--- src/rtl/layer1_window_ctrl.sv ---
// Sequencing controller for the layer-1 line buffer: paces the raster pixel
// stream and hands complete 3x3 windows to the MAC array, stalling on back-pressure.
module layer1_window_ctrl #(
    parameter int IMG_WIDTH  = 32,
    parameter int IMG_HEIGHT = 32,
    parameter int CNT_W      = 6
) (
    input  logic             clk,
    input  logic             rst,
    input  logic             start,
    input  logic             in_valid,
    output logic             in_ready,
    output logic             shift_en,
    output logic             win_valid,
    input  logic             win_ready,
    output logic [CNT_W-1:0] win_row,
    output logic [CNT_W-1:0] win_col,
    output logic             busy,
    output logic             frame_done
);

    typedef enum logic [1:0] {
        IDLE  = 2'd0,
        RUN   = 2'd1,
        DRAIN = 2'd2,
        DONE  = 2'd3
    } state_t;

    localparam logic [CNT_W-1:0] COL_LAST = CNT_W'(IMG_WIDTH - 1);
    localparam logic [CNT_W-1:0] ROW_LAST = CNT_W'(IMG_HEIGHT - 1);
    localparam logic [CNT_W-1:0] TWO      = CNT_W'(2);

    state_t           state_reg, state_next;
    logic [CNT_W-1:0] row_reg, row_next;
    logic [CNT_W-1:0] col_reg, col_next;
    logic [CNT_W-1:0] win_row_reg, win_row_next;
    logic [CNT_W-1:0] win_col_reg, win_col_next;
    logic             win_valid_reg, win_valid_next;

    logic stall;
    logic accept;
    logic consume;
    logic gen_window;

    // A pending, unconsumed window freezes the stream so the buffer never shifts under it.
    assign stall      = win_valid_reg & ~win_ready;
    assign in_ready   = (state_reg == RUN) & ~stall;
    assign accept     = in_valid & in_ready;
    assign shift_en   = accept;
    assign consume    = win_valid_reg & win_ready;
    assign gen_window = accept & (row_reg >= TWO) & (col_reg >= TWO);

    assign win_valid  = win_valid_reg;
    assign win_row    = win_row_reg;
    assign win_col    = win_col_reg;
    assign busy       = (state_reg != IDLE);
    assign frame_done = (state_reg == DONE);

    always_comb begin
        state_next     = state_reg;
        row_next       = row_reg;
        col_next       = col_reg;
        win_valid_next = win_valid_reg;
        win_row_next   = win_row_reg;
        win_col_next   = win_col_reg;

        case (state_reg)
            IDLE: begin
                row_next = '0;
                col_next = '0;
                if (start) begin
                    state_next = RUN;
                end
            end
            RUN: begin
                if (accept) begin
                    if (col_reg == COL_LAST) begin
                        col_next = '0;
                        if (row_reg == ROW_LAST) begin
                            row_next   = '0;
                            state_next = DRAIN;
                        end else begin
                            row_next = row_reg + 1'b1;
                        end
                    end else begin
                        col_next = col_reg + 1'b1;
                    end
                end
            end
            DRAIN: begin
                if (consume) begin
                    state_next = DONE;
                end
            end
            DONE: begin
                state_next = IDLE;
            end
            default: begin
                state_next = IDLE;
            end
        endcase

        // A new window on the consuming edge replaces the old one without a bubble.
        if (gen_window) begin
            win_valid_next = 1'b1;
            win_row_next   = row_reg - TWO;
            win_col_next   = col_reg - TWO;
        end else if (consume) begin
            win_valid_next = 1'b0;
        end
    end

    always_ff @(posedge clk or negedge rst) begin
        if (!rst) begin
            state_reg     <= IDLE;
            row_reg       <= '0;
            col_reg       <= '0;
            win_valid_reg <= 1'b0;
            win_row_reg   <= '0;
            win_col_reg   <= '0;
        end else begin
            state_reg     <= state_next;
            row_reg       <= row_next;
            col_reg       <= col_next;
            win_valid_reg <= win_valid_next;
            win_row_reg   <= win_row_next;
            win_col_reg   <= win_col_next;
        end
    end

endmodule

--- config.mk ---
export PLATFORM = sky130hd
export DESIGN_NAME = layer1_window_ctrl
export DESIGN_NICKNAME = d
export VERILOG_FILES = /design/src/rtl/layer1_window_ctrl.sv
export SDC_FILE = /design/constraint.sdc
export NUM_CORES = 1
export LEC_CHECK = 0
export ABC_AREA = 1
export BUFFER_PORTS_ARGS = -buffer_cell sky130_fd_sc_hd__buf_2
export CAP_MARGIN = 40
export CELL_PAD_IN_SITES_DETAIL_PLACEMENT = 0
export CELL_PAD_IN_SITES_GLOBAL_PLACEMENT = 1
export CORE_AREA = 4 4 67 69
export CTS_CLUSTER_SIZE = 24
export DETAILED_ROUTE_END_ITERATION = 16
export DIE_AREA = 0 0 71 73
export PLACE_DENSITY_LB_ADDON = 0.1
export SETUP_SLACK_MARGIN = 0.02
export SLEW_MARGIN = 20
export SYNTH_ARGS = -nofsm -noshare
export SYNTH_HDL_FRONTEND = slang
export SYNTH_SLANG_ARGS = --single-unit
--- constraint.sdc ---
create_clock -name clk -period 3.94 [get_ports clk]
set_clock_uncertainty 0.1 [all_clocks]
set_input_delay 0.591 -clock clk [delete_from_list [all_inputs] [get_ports clk]]
set_output_delay 0.591 -clock clk [all_outputs]
set_load 0.005 [all_outputs]
; ---- Word level (Yosys, flattened, before mapping)
; Cells that the tools add are included.
[word_totals]
ff_bits = 27
inputBits = 5
word_cells = 52
[op_classes]
add_sub_neg = 4
order_cmp = 2
eq_ne = 10
n_mux = 15
n_bitwise = 8
n_reduce_logical = 7
[ops]
columns = op, count
row1 = $mux 6, 5
row2 = $pmux 6 s2, 2
row3 = $add 6x1->6 const B, 2
row4 = $eq 6x5->1 const B, 2
row5 = $ge 6x2->1 const B, 2
row6 = $sub 6x2->6 const B, 2
row7 = $mux 2, 5
row8 = $pmux 2 s4, 1
row9 = $and 1x1->1, 6
row10 = $ne 2x2->1 const B, 3
row11 = $reduce_bool 2->1, 3
row12 = $reduce_and 5->1, 1
row13 = $eq 2x2->1 const B, 2
row14 = $ne 2x1->1 const B, 2
row15 = $reduce_and 3->1, 1
row16 = $eq 2x1->1 const B, 1
row17 = $logic_not 2->1, 1
row18 = $mux 1, 2
row19 = $not 1->1, 2
row20 = $reduce_and 2->1, 1

; ---- Longest topological paths before layout
; Gate-level depths: netlist of run 1.
[depth]
depth_word = 8
ltp_mapped = 9

; ---- Worst setup path before layout of run 1
; No wires, ideal clock.
[synth_path]
path_type = register to output
start = reg state_reg[1]
end = out shift_en
arrival_time_ps = 944
required_time_ps = 3249
slack_ps = 2305
path_stages_with_launch = 6
path_cell_list = dfrtp_1 -> inv_1 -> ha_1 -> buf_4 -> nand3_4 -> inv_1
[synth_between]
elab_chain_len = 3
[synth_rtl]
columns = item, line
row1 = "start, declared", 33  ; state_t state_reg, state_next;
row2 = "start signal, assigned", 122  ; state_reg <= state_next;
row3 = $eq 2x1->1, 47  ; assign in_ready = (state_reg == RUN) & ~stall;
row4 = $and 1x1->1, 47
row5 = $and 1x1->1, 48  ; assign accept = in_valid & in_ready;
row6 = "end, declared", 13  ; output logic shift_en,
; No other way between the ends.

; ---- Worst setup path after layout of run 1
[layout_path]
start = reg state_reg[1]
end = out in_ready
[layout_between]
elab_chain_len = 2
[layout_rtl]
columns = item, line
row1 = $eq 2x1->1, 47
row2 = $and 1x1->1, 47
row3 = "end, declared", 12  ; output logic in_ready,
; No other way between the ends.

==> flow_summary.json, run 1 <==
{
  "multi_input_area_um2": 911,
  "avgSynthCellArea_um2": 8.39,
  "grt_first_pass_wirelength_um": 5980,
  "syn-cell-area_mm2": 0.00172,
  "finalSetupViolations": 0,
  "p_leak_nw": 0.997,
  "dr.pass1.iters": 4,
  "place_area_mm2": 0.00183,
  "cap_violations": 0,
  "p_clk_share_pct": 14.5,
  "slew_viol_final": 0,
  "crit_type": "reg2out",
  "power_frac_seq_pct": 36.0,
  "drc_errors": 0,
  "hold_viol": 0,
  "crit_required_ns": 3.25,
  "ir_drop_uv": 386,
  "seq_area_frac_synth_pct": 39.3,
  "clockRootBuffer": "clkbuf_8",
  "crit_arrival_ns": 1.75,
  "rows": 23,
  "worst-r2r-cell-count": 8,
  "nFillCells": 412,
  "r2r_slack_ns": 1.88,
  "end_kind": "output port",
  "grt_antenna_before_repair": 0,
  "drtIter0Drc": 54,
  "max_slew_margin_pct": 59.2,
  "syn_inst": 205,
  "start_util_pct": 43.9,
  "dp_cells": 270,
  "routed_wl_um": 3340,
  "gr-total-overflow": 0,
  "io_pins": 22,
  "yosys_warnings": 0,
  "outcome": "finished clean",
  "start_kind": "register",
  "first_global_vias": 1274,
  "cts_tree": "built",
  "clock.fmax_ghz": 0.409,
  "design_area_mm2": 0.00188,
  "cts.htree.levels": 1,
  "r2r-end": "col_reg[2]",
  "track_usage_pct": 14.3,
  "clock_latency_ns": 0.28,
  "rsz0062_at_grt": "false",
  "clkTransAtPathRegs_ns": 0.10,
  "vias_per_cell": 4.87,
  "die_w_um": 71,
  "synth.distinct_cells": 26,
  "crit_fanout": 11,
  "cts_sinks": 27,
  "setup_tns_ns": 0,
  "fin_crit_sh_pct": 62.0,
  "cts_post_setup_buffers_inserted": 0,
  "switching_power_mw": 0.508,
  "portBuffers": 21,
  "p_int_mw": 0.631,
  "p_comb_share_pct": 49.5,
  "wl_per_cell_um": 12.2,
  "cts.path.max_buffers": 2,
  "power_density_mw_per_mm2": 606,
  "drive_gt1_share_pct": 26.3,
  "regToRegStartpoint": "state_reg[1]",
  "p_sw_share_pct": 44.6,
  "syn_to_final_growth_pct": 9.46,
  "die_y_um": 73,
  "worst_pin_slew_ns": 0.613,
  "vias": 1334,
  "final_cells": 274,
  "synth_nets": 222,
  "cts_hold_buf": 0,
  "synth-seq-cells": 27,
  "gp_congestion": 0.819,
  "nets": 242,
  "layout_min_cycle_time_ns": 2.44,
  "cts_buffers": 3,
  "post_cts_resized": 0,
  "hold_class": "in2async",
  "core_mm2": 0.00391,
  "grt_max_degree": 28,
  "diodes": 0,
  "ant_nets": 0,
  "dieArea_mm2": 0.00518,
  "final-seq-area_um2": 676,
  "dpl.hpwl_um": 2580
}
## power groups by stage
stage	Clock [mW]	Sequential (mW)	Combinational, mW
finish	0.165	0.410	0.565
floorplan	0	0.409	0.463
global route	0.182	0.424	0.653
global placement	0	0.411	0.564
detailed placement	0	0.416	0.574
CTS	0.171	0.411	0.577
## placed cells by master (no fill, tap or decap)
cell type,synthesis,routed
nand2_1,49,49
dfrtp_1,27,27
nand3_1,23,23
buf_2,1,21
inv_1,18,18
nand2_2,14,14
nor2_1,12,12
ha_1,12,12
xor2_1,7,7
o21ai_0,6,6
o21ai_2,5,5
a21oi_1,4,4
or2_2,3,3
inv_2,3,3
nand4_1,3,3
clkbuf_8,0,3
nand3_4,2,2
nand2_4,2,2
nor2_4,2,2
nand3b_1,2,2
nor2_2,1,1
nand3b_2,1,1
nand4_2,1,1
nor3_1,1,1
o22ai_1,1,1
clkinvlp_4,0,1
## stage by stage
stage	worst slack [ns]	hold WS, ns	power, mW	utilization, %
2_1_floorplan	2.31	0.195	0.872	-
3_3_place_gp	1.91	0.349	0.975	46.8
3_5_place_dp	1.81	0.364	0.991	46.8
4_1_cts	1.50	0.226	1.16	48.1
5_1_grt	1.36	0.256	1.26	48.1
6_report	1.50	0.212	1.14	48.1
## Yosys cell counts
master / count / area [um2]
nand2_1: 49 / 184
dfrtp_1: 27 / 676
nand3_1: 23 / 115
inv_1: 18 / 67.6
nand2_2: 14 / 87.6
ha_1: 12 / 150
nor2_1: 12 / 45.0
xor2_1: 7 / 61.3
o21ai_0: 6 / 30.0
o21ai_2: 5 / 43.8
a21oi_1: 4 / 20.0
buf_6: 3 / 33.8
inv_2: 3 / 11.3
nand4_1: 3 / 18.8
or2_2: 3 / 18.8
buf_4: 2 / 15.0
nand2_4: 2 / 22.5
nand3_4: 2 / 35.0
nand3b_1: 2 / 15.0
nor2_4: 2 / 22.5
buf_2: 1 / 5.00
nand3b_2: 1 / 11.3
nand4_2: 1 / 12.5
nor2_2: 1 / 6.26
nor3_1: 1 / 5.00
o22ai_1: 1 / 6.26
## how the worst max path moves through the flow
stage	endpoint	cells past startpoint	start
global placement	in_ready	5	state_reg[1]
finish	in_ready	5	state_reg[1]
floorplan	shift_en	5	state_reg[1]
global route	in_ready	5	state_reg[1]
detailed placement	in_ready	5	state_reg[1]
CTS	in_ready	5	state_reg[1]
## critical path: stages, from the launching register on
cell and delay [ns]:
dfrtp_1 0.44, inv_1 0.09, ha_1 0.44, inv_1 0.20, a21oi_1 0.17, buf_2 0.14
## routing by layer
| layer | global-route usage [%] | vias to the layer above | wire (um) |
|---|---|---|---|
| met5 | 0 | - | 0 |
| met3 | 2.89 | 5 | 173 |
| met4 | 5.01 | 0 | 53 |
| li1 | - | 691 | - |
| met1 | 19.7 | 605 | 1620 |
| met2 | 22.3 | 33 | 1490 |
## cell type report
| cell class | count | share of cell area (%) |
|---|---|---|
| Multi-Input combinational cell | 151 | 48.4 |
| Sequential cell | 27 | 35.9 |
| Timing Repair Buffer | 21 | 5.59 |
| Inverter | 21 | 4.19 |
| Tap cell | 50 | 3.32 |
| Clock buffer | 3 | 2.19 |
| Clock inverter | 1 | 0.399 |
## kinds of logic after synthesis
kind of cell	synth area share [%]
flip-flops	39.3
buffers and inverters	7.71
AO/OA/AOI/OAI	5.82
XOR/XNOR	3.57
AND/OR/NAND/NOR	34.9
adder cells (fa/ha/maj)	8.73
Power figures use the tool's default switching activity.
==> run 2: changes to the inputs <==
- ABC_AREA: 1 -> 0
- CORE_AREA: 4 4 67 69 -> 4 4 69 71
- DIE_AREA: 0 0 71 73 -> 0 0 73 75
- clock period: 3.94 -> 1.99 ns (I/O delays scaled with it)
==> run 2 against run 1 <==
Against the previous run:
- first-iteration DRC count shrank 43%
- combinational power grew 84%
- core utilization grew 0.056 points
- largest cell class unchanged
- largest power group unchanged
==> flow_summary.json, run 2 <==
{
  "dr.pass1.iters": 4,
  "ir_drop_uv": 556,
  "crit_required_ns": 2.05,
  "outcome": "finished clean",
  "final-seq-area_um2": 677,
  "track_usage_pct": 14.2,
  "rsz0062_at_grt": "true",
  "cts_buffers": 3,
  "holdCritStartpoint": "win_ready",
  "worst_pin_slew_ns": 0.627,
  "rows": 24,
  "place_area_mm2": 0.00192,
  "fin_crit_sh_pct": 98.4,
  "nFillCells": 412,
  "r2r-end": "state_reg[1]",
  "portBuffers": 21,
  "max_stage_delay_ns": 0.56,
  "cts.path.max_buffers": 2,
  "synth_nets": 164,
  "startpoint": "row_reg[1]",
  "nets": 211,
  "start_kind": "register",
  "cp_top_family": "simple AND/OR/NAND/NOR gates",
  "worst-r2r-cell-count": 5,
  "end_kind": "register",
  "hold_class": "in2reg",
  "grt_antenna_before_repair": 0,
  "clockRootBuffer": "clkbuf_8",
  "routed_wl_um": 3550,
  "finalSetupViolations": 0,
  "seq_area_frac_synth_pct": 42.5,
  "core_mm2": 0.00423,
  "io_pins": 22,
  "vias_per_cell": 4.91,
  "cpMaxStageDelayCell": "or4b_4",
  "ys.flop_type": "dfrtp_1",
  "cts_tree": "built",
  "diodes": 0,
  "vias": 1203,
  "dieArea_mm2": 0.00548,
  "crit_fanout": 4,
  "final_cell_mix": "28 x buf_4, 26 x dfrtp_1, 21 x buf_2, 11 x inv_1, 9 x ha_1",
  "start_util_pct": 37.5,
  "wl_per_cell_um": 14.5,
  "drive_gt1_share_pct": 38.9,
  "clock_latency_ns": 0.27,
  "whs_path_depth": 3,
  "cts_sinks": 27,
  "synth_top_cell_by_area": "dfrtp_1",
  "power_density_mw_per_mm2": 1110,
  "die_y_um": 75,
  "synth-seq-cells": 27,
  "slew_viol_final": 0,
  "hold_viol": 0,
  "grt_max_degree": 28,
  "crit_arrival_ns": 2.02,
  "synthMostInstantiatedCell": "dfrtp_1",
  "synth_edf_count": 0,
  "ant_nets": 0,
  "p_leak_nw": 0.976,
  "cp.buffers_inverters": 0,
  "drc_errors": 0,
  "setup_tns_ns": 0,
  "cap_violations": 0,
  "synth.distinct_cells": 45,
  "clkTransAtPathRegs_ns": 0.10,
  "syn_to_final_growth_pct": 28.3,
  "layout_min_cycle_time_ns": 1.96,
  "gp_congestion": 0.837,
  "timing.hold.worst_endpoint": "win_valid",
  "finalCoreUtilization_pct": 48.1,
  "design_area_mm2": 0.00204,
  "synth_commonest_cells": "27 x dfrtp_1, 12 x ha_1, 11 x inv_1",
  "grt_first_pass_wirelength_um": 5980,
  "power_mw": 2.26,
  "holdWs_ns": 0.262,
  "dpl.hpwl_um": 2700,
  "syn_inst": 147,
  "cp_cell_sequence": "ha_2 > nand3_2 > o21a_1 > or4b_4 > mux2_4",
  "max_slew_margin_pct": 58.2,
  "multi_input_area_um2": 861,
  "syn-cell-area_mm2": 0.00159,
  "drtIter0Drc": 31,
  "yosys_warnings": 0,
  "die_w_um": 73,
  "first_global_vias": 1293,
  "avgSynthCellArea_um2": 10.8,
  "clock.fmax_ghz": 0.510,
  "crit_type": "reg2reg",
  "r2r_slack_ns": 0.03,
  "yosysTopAreaCellShare_pct": 42.5,
  "synth-async-reset-ratio_pct": 100,
  "synthTopCellsByArea": "dfrtp_1 43%, ha_1 9.4%, mux2_1 4.3%",
  "layout_commonest_cell": "buf_4",
  "gr-total-overflow": 0,
  "cts.htree.levels": 1,
  "regToRegStartpoint": "row_reg[1]"
}
## run 2: cell count changes in the layout (fill, tap and decap cells not counted), sizes merged, moves of 4 or more
cell,change
nand2,-58
nand3,-22
o21ai,-5
nor2,-8
xor2,-4
mux2,+11
inv,-10
a22o,+4
buf,+29
## run 2: repair_timing
item | CTS | global route
hold buffers | 1 | 0
setup endpoints to repair | 7 | 10
setup buffers | 2 | 1
pin swaps | 3 | 4
gates resized for setup | 2 | 5
hold endpoints to repair | 27 | 0
## run 2: kinds of logic (layout without fill, tap and decap cells)
logic type / Yosys count / after routing / synth area share, %
buf+inv: 20 / 66 / 7.16
mux: 14 / 14 / 9.92
xor+xnor: 6 / 6 / 3.31
compound gates: 28 / 28 / 13.3
flops: 27 / 27 / 42.5
simple gates: 40 / 40 / 14.3
fa+ha+maj: 12 / 12 / 9.45
## run 2: report_power, final
part           internal (mW)  switching, mW
Clock                  0.142          0.178
Sequential             0.744          0.147
Combinational          0.571          0.473
Total                   1.46          0.798
## run 2: worst max path at each step
stage / slack, ns / depth (start not counted) / end
6_report: 0.03 / 5 / state_reg[1]
2_1_floorplan: -0.02 / 6 / state_reg[1]
3_3_place_gp: 0.03 / 6 / win_row[0]
5_1_grt: -0.03 / 5 / state_reg[1]
3_5_place_dp: 0.01 / 6 / win_row[3]
4_1_cts: 0.03 / 5 / state_reg[1]
## run 2: layout make-up
cell class,instances,share of cell area [%]
repair buffers,51,16.9
flip-flops and latches,27,33.2
well taps,52,3.19
multi-input cells,100,42.2
inverters,11,2.03
clock inverters,1,0.368
clock buffers,3,2.03
## run 2: metal layers
layer  vias up  share of wire (%)  global-route usage, %
met1       585                 45                   17.2
met4         0               0.62                   4.51
met5         -                  0                      0
li1        608                  -                      -
met3         2                1.7                   2.14
met2         8                 53                   25.6
## run 2: through the flow
step	std cells	setup slack (ns)
floorplan	147	-0.0201
global placement	237	0.0338
detailed placement	237	0.0128
CTS	244	0.0289
global route	245	-0.0302
finish	245	0.0309
## run 2: worst register-to-register path, cell delays in order, from the launching register on
cell     delay, ns
dfrtp_1       0.41
ha_2          0.20
nand3_2       0.07
o21a_1        0.21
or4b_4        0.56
mux2_4        0.31
